--- config.mk ---
export PLATFORM = sky130hd
export DESIGN_NAME = icache_direct_mapped
export DESIGN_NICKNAME = d
export VERILOG_FILES = /design/src/rtl/icache_direct_mapped.sv
export SDC_FILE = /design/constraint.sdc
export NUM_CORES = 1
export LEC_CHECK = 0
export BUFFER_PORTS_ARGS = -buffer_cell sky130_fd_sc_hd__buf_2
export CAP_MARGIN = 30
export CORE_UTILIZATION = 45
export DETAILED_ROUTE_END_ITERATION = 10
export SLEW_MARGIN = 20
export SYNTH_ARGS = -nofsm -noshare
export SYNTH_HDL_FRONTEND = slang
export SYNTH_SLANG_ARGS = --single-unit
--- constraint.sdc ---
create_clock -name CLK -period 11.9 [get_ports CLK]
set_input_delay 0.595 -clock CLK [delete_from_list [all_inputs] [get_ports CLK]]
set_output_delay 0.595 -clock CLK [all_outputs]
set_load 0.02 [all_outputs]
--- src/rtl/icache_direct_mapped.sv ---
// Direct-mapped instruction cache with zero-cycle hits and a block refill FSM.
// Optional hit/miss counters are built when ICACHE_STATS_EN is defined.
module icache_direct_mapped #(
    parameter int ADDR_BITS  = 10,
    parameter int INDEX_BITS = 3
) (
    input  logic                  CLK,
    input  logic                  RESET,
    input  logic [31:0]           PC,
    input  logic                  READ,
    output logic [31:0]           INSTRUCTION,
    output logic                  BUSYWAIT,
    output logic                  MEM_READ,
    output logic [ADDR_BITS-5:0]  MEM_ADDRESS,
    input  logic [127:0]          MEM_READDATA,
    input  logic                  MEM_BUSYWAIT
`ifdef ICACHE_STATS_EN
    ,
    output logic [15:0]           HIT_COUNT,
    output logic [15:0]           MISS_COUNT
`endif
);

    localparam int TAG_BITS = ADDR_BITS - 4 - INDEX_BITS;
    localparam int BLOCKS   = 1 << INDEX_BITS;

    typedef enum logic [1:0] {
        ST_IDLE,
        ST_MEM_READ,
        ST_UPDATE
    } state_t;

    state_t                       state;
    logic [BLOCKS-1:0]            valid;
    logic [TAG_BITS-1:0]          tag_arr  [BLOCKS];
    logic [127:0]                 data_arr [BLOCKS];
    logic [127:0]                 fill;
    logic [ADDR_BITS-5:0]         miss_addr;
    logic                         mem_read_q;

    logic [INDEX_BITS-1:0]        pc_index;
    logic [TAG_BITS-1:0]          pc_tag;
    logic [1:0]                   pc_word;
    logic [INDEX_BITS-1:0]        miss_index;
    logic [TAG_BITS-1:0]          miss_tag;
    logic [127:0]                 line;
    logic                         hit;
    logic                         unused_pc;

    assign pc_word    = PC[3:2];
    assign pc_index   = PC[INDEX_BITS+3:4];
    assign pc_tag     = PC[ADDR_BITS-1:INDEX_BITS+4];
    assign unused_pc  = ^{PC[31:ADDR_BITS], PC[1:0]};
    assign miss_index = miss_addr[INDEX_BITS-1:0];
    assign miss_tag   = miss_addr[ADDR_BITS-5:INDEX_BITS];

    assign line = data_arr[pc_index];
    assign hit  = READ & valid[pc_index] & (tag_arr[pc_index] == pc_tag);

    always_comb begin
        INSTRUCTION = 32'h0;
        if (hit) begin
            INSTRUCTION = line[{pc_word, 5'b0} +: 32];
        end
    end

    // Stall covers the detect cycle plus every refill cycle
    assign BUSYWAIT    = (state != ST_IDLE) | (READ & ~hit);
    assign MEM_READ    = mem_read_q;
    assign MEM_ADDRESS = miss_addr;

    always_ff @(posedge CLK) begin
        if (RESET) begin
            state      <= ST_IDLE;
            valid      <= '0;
            miss_addr  <= '0;
            mem_read_q <= 1'b0;
        end else begin
            unique case (state)
                ST_IDLE: begin
                    if (READ && !hit) begin
                        miss_addr  <= {pc_tag, pc_index};
                        mem_read_q <= 1'b1;
                        state      <= ST_MEM_READ;
                    end
                end
                ST_MEM_READ: begin
                    if (!MEM_BUSYWAIT) begin
                        mem_read_q <= 1'b0;
                        state      <= ST_UPDATE;
                    end
                end
                ST_UPDATE: begin
                    valid[miss_index] <= 1'b1;
                    state             <= ST_IDLE;
                end
                default: state <= ST_IDLE;
            endcase
        end
    end

    // Tag and data storage carry no reset; only the valid bits do
    always_ff @(posedge CLK) begin
        if (state == ST_MEM_READ && !MEM_BUSYWAIT) begin
            fill <= MEM_READDATA;
        end
        if (state == ST_UPDATE && !RESET) begin
            data_arr[miss_index] <= fill;
            tag_arr[miss_index]  <= miss_tag;
        end
    end

`ifdef ICACHE_STATS_EN
    logic prev_update;

    always_ff @(posedge CLK) begin
        if (RESET) begin
            HIT_COUNT   <= '0;
            MISS_COUNT  <= '0;
            prev_update <= 1'b0;
        end else begin
            prev_update <= (state == ST_UPDATE);
            if (state == ST_IDLE && READ && !hit && MISS_COUNT != 16'hFFFF) begin
                MISS_COUNT <= MISS_COUNT + 16'd1;
            end
            if (state == ST_IDLE && hit && !prev_update && HIT_COUNT != 16'hFFFF) begin
                HIT_COUNT <= HIT_COUNT + 16'd1;
            end
        end
    end
`endif

endmodule

==> impl_metrics.ini <==
[floorplanning]
ios = 204
die_width_um = 316.6
die-height_um = 316.6
initial_core_util = 0.4531
std_cell_rows = 115
die_area_um2 = 100200
core_area_um2 = 98280

[outcome]
status = complete, no violations

[synth]
avgSynthCellArea_um2 = 24.16
synth-compound-area-share = 0.01579
synth_warnings = 0
synth_top_flop_cell = edfxtp_1
yosys.area.top_type = edfxtp_1
synth_edf_count = 1176
synthAdderAreaFrac = 0
syn_area_um2 = 44530
synthDistinctLibCells = 26
async_reset_ff_frac = 0
yosysSeqAreaShare = 0.8007
synth_xor_area_frac = 0.0003934
post-synth-top-count-cell = edfxtp_1
syn_inst = 1843
synth_top_family_by_area = multiplexers
synth-simple-area-share = 0.01099
ys_seq_elements = 1193
syn_nets = 2007
yosysTopAreaCellShare = 0.7931
yosys-top-cells-count = edfxtp_1, mux4_2, a211oi_1, clkbuf_1, mux2i_1
synthMuxAreaShare = 0.1600
synthTopCellsByArea = edfxtp_1, mux4_2, mux2i_1, a211oi_1, dfxtp_1

[worst_setup_path]
critPathMaxFanout = 78
cp-start-kind = input port
required_ps = 11310
worstPathArrival_ps = 4760
r2r_slack_ps = 8090
crit_type = in2out
critPathCaptureType = primary output

[power]
leakage_nw = 16.11
vdd_drop_max_v = 0.0001203
powerDensity_nw_per_um2 = 166.8

[global_route]
grt.overflow.total = 0
antenna_found_initial = 5
grt_pass1_vias = 20740
grt_use_total = 0.1921
grt_pass1_wl_um = 138800
grt_max_degree = 94

[routing]
routedWlPerCell_um = 27.39
via_count = 19663
ant_nets = 0
drt_first_iter_violations = 1610
drcViolationCount = 0
avgViaCountPerCell = 5.675
routed_wl_um = 94910
drtPass1Iterations = 5

[cts]
cts.reportedPaths.clkPinSlew_ps = 60
cts_tree = yes
cts_buffer_depth = 3
root_buffer = clkbuf_16
cts-resized-gates = 0
post_cts_buffers = 0
hold_buffers = 0
cts_buffers = 113
clock_latency_ps = 680
clock-sinks = 1193
htree_levels = 3

[timing]
final-hold-violation-count = 0
final-max-slew-violation-count = 0
fin_ws_ps = 6547
setup_viol = 0
period_needed_ps = 5353
skew_ps = 12.17
maxSlewHeadroom = 0.3109
rsz0062_at_grt = no
finalSetupTns_ps = 0
tightest_slew_ps = 1034
max_freq_ghz = 0.1868
finalCritPeriodShare = 0.4499

[placement]
gp_congestion = 0.7037
port_buffers = 179
dp_hpwl_um = 51450
dp_slack_ps = 6354

[layout]
multi_input_area_um2 = 8389
nFillCells = 7620
area_growth_pct = 13.73
diodes = 0
drive_above_1_share = 0.3163
layout.area.seq_um2 = 35650
final_nets = 2248

[worst_hold_path]
hold_path.class = in2reg

[run]
drv_cap = 0
==> state kept, by name, indices dropped and copies added (netlist names) <==
signal,cells
tag_arr,24
fill,128
MEM_READ,1
valid,8
state,2
MEM_ADDRESS,6
data_arr,1024
==> power breakdown <==
part	internal [W]	switching, W
Sequential	0.00462	0.0000313
Combinational	0.000141	0.000161
Clock	0.00200	0.00149
==> cell usage in the layout (no fill, tap or decap), drive strengths merged <==
cell type,n
nand3,2
nor3,3
bufinv,11
edfxtp,1176
a211oi,62
nor2b,32
mux4,295
dfxtp,17
nand3b,1
clkbuf,140
a22oi,1
nand4b,1
nand2,16
clkinvlp,4
a21o,8
o21ai,1
nor2,41
nand2b,2
xor2,2
clkinv,52
inv,5
buf,223
and3,1
a21oi,33
or3b,1
mux2i,48
==> cell families (layout without fill, tap and decap cells) <==
logic type / Yosys count / in the layout
muxes: 343 / 343
and+or+nand+nor: 100 / 100
DFF: 1193 / 1193
AOI/OAI and AO/OA: 105 / 105
buffers and inverters: 100 / 435
xor gates and xnor gates: 2 / 2
==> area by class of cell <==
cell class	instances	share of cell area
sequential	1193	0.7041
multi-input combinational	550	0.1657
clock buffer	139	0.05861
tap	1287	0.03180
timing repair buffer	224	0.02730
clock inverter	70	0.01228
inverter	2	0.0002471
==> stage by stage <==
step / util / total power (W) / instance area (um^2) / cells / hold slack, ps
after floorplan: - / 0.004939 / 44530 / 1843 / 421.0
after global placement: 0.4772 / 0.005043 / 46900 / 3250 / 427.4
after detailed placement: 0.4778 / 0.005050 / 46950 / 3252 / 434.8
after CTS: 0.5143 / 0.008531 / 50540 / 3461 / 42.77
after global routing: 0.5153 / 0.008697 / 50640 / 3465 / 55.79
final: 0.5153 / 0.008444 / 50640 / 3465 / 87.26
==> routing by layer <==
metal	global-route usage	vias to the layer above	share of wire	wire length [um]
li1	-	8360	-	-
met1	0.2587	10656	0.42	39790
met2	0.3267	509	0.51	48490
met3	0.03165	130	0.049	4615
met4	0.04993	8	0.021	1962
met5	0	-	0.00057	54
==> final timing paths <==
check,depth (start not counted),to,from
worst max-delay path,8,INSTRUCTION[8],PC[4]
worst min-delay path,1,fill[11],MEM_READDATA[11]
worst max register to register,6,data_arr[2][54],state[0]
worst min register to register,1,valid[5],valid[5]
==> critical path, stage by stage <==
cell	delay, ps
buf_8	580
buf_4	830
buf_4	800
mux4_2	600
mux4_2	520
a21oi_1	300
nor2_1	90
buf_2	190
(Power assumes the default switching activity.)
